**config.mk**
```make
export PLATFORM = sky130hd
export DESIGN_NAME = rotate_func
export DESIGN_NICKNAME = d
export VERILOG_FILES = /design/src/rtl/rotate_func.sv
export SDC_FILE = /design/constraint.sdc
export NUM_CORES = 2
export LEC_CHECK = 0
export ABC_AREA = 0
export CORE_MARGIN = 2
export CORE_UTILIZATION = 45
export CTS_CLUSTER_DIAMETER = 30
export DETAILED_ROUTE_END_ITERATION = 8
export PLACE_DENSITY = 0.62
export SYNTH_ARGS = -nofsm -noshare
export SYNTH_HDL_FRONTEND = slang
export SYNTH_SLANG_ARGS = --single-unit
```
**constraint.sdc**
```tcl
create_clock -name clk -period 13.4 [get_ports clk]
set_input_delay 2.68 -clock clk [delete_from_list [all_inputs] [get_ports clk]]
set_output_delay 2.68 -clock clk [all_outputs]
set_load 0.1 [all_outputs]
```
**src/rtl/rotate_func.sv**
```systemverilog
// Rho rotation stage: buffers a 1600-bit state as 64 x 25-bit slices, then emits rotated slices.
// Latency 129 cycles start-to-done; no backpressure, the consumer takes one slice per cycle.
module rotate_func (
  input  logic        clk,
  input  logic        rst,
  input  logic        start,
  input  logic [24:0] line_in,
  output logic [6:0]  cnt_value,
  output logic        write_enable,
  output logic [24:0] write_value,
  output logic        donee
);

  typedef enum logic [1:0] {IDLE, LOAD, EMIT, DONE} state_t;

  state_t      state_q, state_d;
  logic [6:0]  cnt_q, cnt_d;
  logic [6:0]  cnt_inc;
  logic        load_en;
  logic [24:0] rot_slice;

  // Rotation offset of lane i = x + 5*y.
  function automatic logic [5:0] rot_amt(input int idx);
    logic [5:0] r;
    case (idx)
      0:  r = 6'd0;   1:  r = 6'd1;   2:  r = 6'd62;  3:  r = 6'd28;  4:  r = 6'd27;
      5:  r = 6'd36;  6:  r = 6'd44;  7:  r = 6'd6;   8:  r = 6'd55;  9:  r = 6'd20;
      10: r = 6'd3;   11: r = 6'd10;  12: r = 6'd43;  13: r = 6'd25;  14: r = 6'd39;
      15: r = 6'd41;  16: r = 6'd45;  17: r = 6'd15;  18: r = 6'd21;  19: r = 6'd8;
      20: r = 6'd18;  21: r = 6'd2;   22: r = 6'd61;  23: r = 6'd56;  24: r = 6'd14;
      default: r = 6'd0;
    endcase
    return r;
  endfunction

  assign cnt_inc = cnt_q + 7'd1;
  assign load_en = (state_q == LOAD);

  // Each lane holds one bit position across all 64 slices; the read index wraps mod 64.
  for (genvar i = 0; i < 25; i++) begin : g_lane
    logic [63:0] lane_q;
    logic [5:0]  rd_idx;

    always_ff @(posedge clk) begin
      if (load_en) lane_q[cnt_q[5:0]] <= line_in[i];
    end

    assign rd_idx       = cnt_q[5:0] - rot_amt(i);
    assign rot_slice[i] = lane_q[rd_idx];
  end

  always_ff @(posedge clk or posedge rst) begin
    if (rst) begin
      state_q <= IDLE;
      cnt_q   <= '0;
    end else begin
      state_q <= state_d;
      cnt_q   <= cnt_d;
    end
  end

  // Carry into bit 6 marks slice 63, so the counter never shows 64.
  always_comb begin
    state_d = state_q;
    cnt_d   = cnt_q;
    case (state_q)
      IDLE: begin
        cnt_d = '0;
        if (start) state_d = LOAD;
      end
      LOAD: begin
        if (cnt_inc[6]) begin
          state_d = EMIT;
          cnt_d   = '0;
        end else begin
          cnt_d = cnt_inc;
        end
      end
      EMIT: begin
        if (cnt_inc[6]) begin
          state_d = DONE;
          cnt_d   = '0;
        end else begin
          cnt_d = cnt_inc;
        end
      end
      DONE: begin
        state_d = IDLE;
        cnt_d   = '0;
      end
      default: begin
        state_d = IDLE;
        cnt_d   = '0;
      end
    endcase
  end

  always_comb begin
    cnt_value    = cnt_q;
    write_enable = (state_q == EMIT);
    donee        = (state_q == DONE);
    write_value  = write_enable ? rot_slice : '0;
  end

endmodule

```
[Word-level counts from Yosys, hierarchy flattened]
Cells that the tools add are included.
Storage, ports and cells
  bits of input ports: 28
  register bits after elaboration: 1609
Cells by class
  add/sub/neg operators: 25
  reduce and logical (&&, ||, !) cells: 5
  muxes and demuxes: 84
  equal/unequal tests: 6
  magnitude comparators: 26
Operator list (count)
  64-bit bitwise mux: 25
  6-bit by 7-bit < comparator with 1-bit output, second input constant: 25
  1-bit binary-select mux with 6-bit select: 25
  6-bit subtractor, second input constant: 10
  6-bit by 5-bit subtractor with 6-bit output, second input constant: 6
  1-bit 2-to-1 mux: 26
  25-bit 2-to-1 mux: 1
  6-bit by 4-bit subtractor with 6-bit output, second input constant: 4
  7-bit one-hot mux with 2 select lines: 1
  6-bit by 2-bit subtractor with 6-bit output, second input constant: 2
  2-bit one-hot mux with 4 select lines: 1
  7-bit by 1-bit adder with 7-bit output, second input constant: 1
  1-bit demux with 6-bit select: 1
  6-bit by 1-bit greater-or-equal comparator with 1-bit output, second input constant: 1
  2-bit 2-to-1 mux: 3
  6-bit 2-to-1 mux: 1
  6-bit by 1-bit subtractor with 6-bit output, second input constant: 1
  6-bit by 3-bit subtractor with 6-bit output, second input constant: 1
  2-bit equality test, second input constant: 2
  2-bit inequality test, second input constant: 2
  2-bit OR reduction: 2
  3-bit AND reduction: 1
  2-bit by 1-bit equality test with 1-bit output, second input constant: 1
  2-bit zero test: 1
  other kinds (2): 2

[Longest topological paths before layout]
  word-level depth: 5
  depth in mapped cells: 16
  depth with buffers taken out: 8

[Least setup slack after synthesis]
Ideal clock, no wire load.
  path type: register -> output
  start point: reg cnt_q[0], in the netlist cnt_value[0]
  end point: out write_value[17]
  slack: 4069 ps
  data required time: 10720 ps
  stages on the path, launching flop included: 15
  path buffers: 8
  arrival: 6651 ps
  cells stage by stage: dfrtp_1 buf_2 buf_6 buf_6 buf_4 buf_4 buf_4 inv_1 ha_1 buf_2 buf_1 mux4_2 nand2_1 a41o_1 o41ai_1
Between the ends
  cells in the longest elaborated chain, start to end: 4
RTL lines
  start, declared: line 17  | logic [6:0] cnt_q, cnt_d;
  start signal, assigned: line 58  | cnt_q <= cnt_d;
  6-bit by 4-bit subtractor with 6-bit output: line 48  | assign rd_idx = cnt_q[5:0] - rot_amt(i);
  1-bit binary-select mux with 6-bit select: line 49  | assign rot_slice[i] = lane_q[rd_idx];
  1-bit 2-to-1 mux (implied by the code): line 49
  25-bit 2-to-1 mux: line 102  | write_value = write_enable ? rot_slice : '0;
  end, declared: line 10  | output logic [24:0] write_value,
No other way between the ends. The select of a mux whose other input is x is not followed.

[Worst setup path after layout]
  start point: reg cnt_q[0], in the netlist cnt_value[0]
  end point: out write_value[23]
Between the ends
  cells in the longest elaborated chain, start to end: 4
RTL lines (line)
  6-bit subtractor: 48
  1-bit binary-select mux with 6-bit select: 49
  1-bit 2-to-1 mux (implied by the code): 49
  25-bit 2-to-1 mux: 102
No other way between the ends. The select of a mux whose other input is x is not followed.

==> results.toml <==
[setup_path]
cp.arrival_ps = 6940
crit_type = "reg -> out"
worst_path_largest_cell_delay_ps = 1030
critPathBufInv = 4
end_kind = "output pin"
worstSetupStartpointType = "flop"
cp_top_family = "buffers and inverters"
worstPathCellList = "buf_12 > buf_4 > buf_4 > mux4_2 > mux4_2 > mux2_2 > nand3_1 > o31ai_1 > clkdlybuf4s50_1"
crit_fanout = 120
crit_slowest_cell = "clkdlybuf4s50_1"
crit_required_ps = 10720

[drt]
routedWlPerCell_um = 35.9
drtAntennaViolNets = 0
first_iter_violations = 4624
viasPerCell = 6.27
routed_wl_mm = 187
drc = 0
vias = 32646
drtPass1Iterations = 5

[die]
fp.dieH_um = 378
initial_core_util_pct = 45.2
core_sq_um = 139000
die_x_um = 378
fp-row-count = 137
io_pins = 62
dieArea_sq_um = 143000

[placement]
dpl.hpwl_mm = 100
portBuffers = 60
place_area_sq_um = 66200
gp_congestion = 0.827

[worst_hold_path]
hold_path_class = "reg -> reg"

[clock_tree]
cts_buffers = 326
cts_tree = "done"
cts_buffer_depth = 4
cts-root-buf = "clkbuf_16"
post_cts_buffers = 0
htree_levels = 5
cts_sinks = 1608
clk_pin_slew_ps = 50
clk_latency_ps = 880
cts_resized = 0
cts-hold-fix-buffers = 0

[timing]
fin_tns_setup_ps = 0
timing.hold.ws_ps = 618
tightestPinTransition_ps = 1250
clock.fmax_mhz = 104
rsz0062_at_grt = "false"
setup-violations-final = 0
max_slew_margin_pct = 16.5
final.period_utilization_pct = 71.8
hold_viol_final = 0
final_max_slew_viol_count = 0
min_period_ps = 9620
fin_skew_ps = 48.0

[global_route]
track_usage_pct = 26.5
grt_pass1_vias = 32823
grt_overflow = 0
grt_max_degree = 121
antenna_found_initial = 9
grt_pass1_wl_mm = 258

[yosys]
synth-seq-cells = 1608
synth_top_area_share_pct = 76.5
avgSynthCellArea_sq_um = 23.0
synthTopCellsByCount = "1,600 x edfxtp_1, 458 x mux4_2, 85 x nor2_1, 76 x nand2_1, 63 x mux2i_1"
synthTopCellsByArea = "edfxtp_1 76%, mux4_2 16%, mux2i_1 1.0%, nor2_1 0.51%, ha_1 0.46%"
ys_seq_area_share_pct = 76.8
syn_area_sq_um = 62800
synth_area_leader_cell = "edfxtp_1"
synth_edf_count = 1600
async_flop_share_pct = 0.498
syn_inst = 2735
synthFlopType = "edfxtp_1"
synth.most_common_cell = "edfxtp_1"
synth_cell_types = 60
yosys_warnings = 0
syn-num-nets = 2786

[finish]
fin_nets = 3138
fin_area_sq_um = 77300
syn_to_final_growth_pct = 23.1
drive_gt1_share_pct = 35.3
utilization_pct = 55.6
num-fill-cells = 10117

[power]
p_per_area_nw_per_um2 = 178
p_leak_nw = 25.3
ir_worst_vdd_uv = 107

[status]
outcome = "finished clean"

[run]
maxCapViolCount = 0
worst paths after layout:
kind	slack [ps]	cells past startpoint	startpoint	end
worst max-delay path	3780	9	cnt_value[0]	write_value[23]
worst min-delay path	620	1	state_q[1]	state_q[1]
worst max register to register	8650	7	cnt_value[2]	g_lane[8].lane_q[19]
worst min register to register	620	1	state_q[1]	state_q[1]
max in group asynchronous	10890	2	rst	cnt_value[3]
min in group asynchronous	2130	2	rst	cnt_value[1]
state kept, by name, summed over array words and instances, names as in the netlist:
name and cells:
cnt_value 6, g_lane.lane_q 1600, state_q 2
layer usage:
metal	up-vias	share of wire [%]	global-route usage [%]	routed length, um
li1	12498	-	-	-
met1	17533	38	36.9	71600
met2	2165	46	40.0	86800
met3	450	11	7.03	21200
met4	0	4.0	10.9	7440
met5	-	0	0	0
where the power goes:
part           total (mW)  switching [mW]  internal [mW]
clock                8.16            2.55           5.61
sequential           5.55         0.00101           5.55
combinational      0.0729          0.0681        0.00484
kinds of logic after synthesis:
logic type | count (synthesis) | share of synthesized area (%)
AO/OA/AOI/OAI | 120 | 1.31
XOR/XNOR | 48 | 0.705
adder cells (fa/ha/maj) | 23 | 0.458
buffers and inverters | 151 | 1.25
flip-flops | 1608 | 76.8
multiplexers | 534 | 17.7
other | 1 | 0.00597
AND/OR/NAND/NOR | 250 | 1.78
final cells by class:
type                            count  area, sq um  share of cell area, %
Sequential cell                  1608        48300                   62.4
Timing Repair Buffer              157         1220                   1.57
Clock inverter                    198         2580                   3.34
Inverter                           18         67.6                 0.0874
Multi-Input combinational cell    976        14300                   18.5
Tap cell                         1876         2350                   3.04
Antenna cell                        6         15.0                 0.0194
Clock buffer                      371         8530                   11.0
per-stage QoR:
step | setup slack, ps | power, mW | std cells
after floorplan | 4070 | 5.64 | 2735
after global placement | 4590 | 5.71 | 4635
after detailed placement | 4500 | 5.72 | 4635
after CTS | 3540 | 13.9 | 5204
after global routing | 3270 | 14.1 | 5205
final | 3780 | 13.8 | 5210
cells in the final DEF (no fill, tap or decap), types with 23 or more instances in the layout:
master / n
a21oi_1: 23
buf_2: 25
buf_4: 96
bufinv_16: 56
clkbuf_1: 35
clkbuf_16: 335
clkdlybuf4s50_1: 35
clkinv_1: 38
clkinv_2: 32
clkinv_4: 27
clkinvlp_4: 32
edfxtp_1: 1600
mux2i_1: 63
mux4_2: 458
nand2_1: 76
nand3_1: 36
nor2_4: 64
xnor2_1: 28
Power figures use the tool's default switching activity.
==> edit (same settings) <==
Encoding of `state_t`: now one-hot (4 bits for 4 states).
--- a/src/rtl/rotate_func.sv
+++ b/src/rtl/rotate_func.sv
@@ -11,7 +11,7 @@
   output logic        donee
 );
 
-  typedef enum logic [1:0] {IDLE, LOAD, EMIT, DONE} state_t;
+  typedef enum logic [3:0] {IDLE = 4'b0001, LOAD = 4'b0010, EMIT = 4'b0100, DONE = 4'b1000} state_t;
 
   state_t      state_q, state_d;
   logic [6:0]  cnt_q, cnt_d;
Formal check against the unedited RTL: same outputs for any inputs over 4 cycles, from zero or initial values and one cycle with rst high; so few cycles prove little.
==> edit against the original RTL <==
Via count fell by 0.23%; largest cell class unchanged; clock skew about the same; area after synthesis barely moved; setup slack got worse by 0.59 ns; final area decreased by 1.1%; first-iteration DRC count rose by 5.9%; sequential cell count rose by 2; critical path type unchanged; wire length decreased by 0.38%; count of clock-buffer cells in the layout down 10; cell count is essentially flat; die area about the same.
Power is not compared: it rests on default switching activity, and its combinational part moved more than twofold at a synthesized area within 25%.
==> edit: results (changes against the original RTL) <==
* FILL cells at 10200 (was 10100)
* First-pass detailed-route iteration total at 6 (was 5)
* Syn_area_per_cell at 22.8 µm² (was 23.0 µm²)
* CTS buffer count at 314 (was 326)
* Fmax at 97.9 MHz (was 104 MHz)
* Worst Tran Pin Value at 1.31 ns (was 1.25 ns)
* Initial DRC Count at 4899 (was 4624)
* Largest net degree at the start of global routing at 94 (was 121)
* Worst EP arrival at 7.53 ns (was 6.94 ns)
* R2R setup slack at 8.72 ns (was 8.65 ns)
* Nets at 3144 (was 3138)
* Layout cells sized above 1 at 0.345 (was 0.353)
* Drt wl/cell at 35.7 µm (was 35.9 µm)
* Mapped Nets at 2801 (was 2786)
* Placed cell areas at 66200 µm² (about the same)
* Vias in the first global route at 32800 (about the same)
* Gr usage total at 0.265 (about the same)
* Leading post-synthesis cells by cell area: edfxtp_1 77%, mux4_2 16%, mux2i_1 0.86% (was edfxtp_1 76%, mux4_2 16%, mux2i_1 1.0%)
* CP max stage delay at 1.29 ns (was 1.03 ns)
* Sequential area share after synthesis at 0.769 (was 0.768)
* Synth cell types at 52 (was 60)
* Placed wire-length estimate at 102000 µm (was 100000 µm)
* Commonest cells post-synth: 1600 x edfxtp_1, 447 x mux4_2, 89 x nor2_1, 79 x nand2_1, 54 x mux2i_1 (was 1600 x edfxtp_1, 458 x mux4_2, 85 x nor2_1, 76 x nand2_1, 63 x mux2i_1)
* Outcome: complete, no violations (unchanged)
* # placed instances at 4657 (was 4635)
-- edit: worst paths after layout --
check                              from               endpoint  depth (start not counted)
min reg2reg                  state_q[2]             state_q[1]                          1
min                          state_q[2]             state_q[1]                          1
max in group asynchronous           rst           cnt_value[3]                          2
max reg2reg                cnt_value[0]  g_lane[18].lane_q[10]                          5
min in group asynchronous           rst           cnt_value[1]                          2
max                        cnt_value[0]        write_value[18]                          9
-- edit: cells by family (layout without fill, tap and decap cells) --
family | Yosys count | count (layout) | synth area share
buffers and inverters | 151 | 731 | 0.0138
AOI/OAI and AO/OA | 169 | 169 | 0.0189
xor gates and xnor gates | 47 | 47 | 0.00668
adders and majority gates | 19 | 19 | 0.00379
other | 1 | 3 | 0.0000597
and+or+nand+nor | 252 | 252 | 0.0178
DFF | 1610 | 1610 | 0.769
muxes | 505 | 505 | 0.170
-- edit: report_power, final --
part / total, mW / switching [mW] / internal [mW]
sequential: 5.61 / 0.0346 / 5.58
combinational: 1.49 / 0.762 / 0.727
clock: 7.57 / 2.55 / 5.02
total: 14.7 / 3.34 / 11.3
-- edit: metal layers --
metal,up-vias,GRT usage,share of wire
met5,-,0,0.00013
met4,4,0.101,0.038
met3,384,0.0698,0.11
met2,2193,0.404,0.47
met1,17500,0.367,0.38
li1,12500,-,-
-- edit: area by class of cell --
type / instances / area share
diodes: 2 / 0.0000655
clock buffers: 361 / 0.108
clock inverters: 192 / 0.0271
inverters: 14 / 0.000687
multi-input cells: 993 / 0.186
flip-flops and latches: 1610 / 0.632
well taps: 1876 / 0.0307
repair buffers: 164 / 0.0166
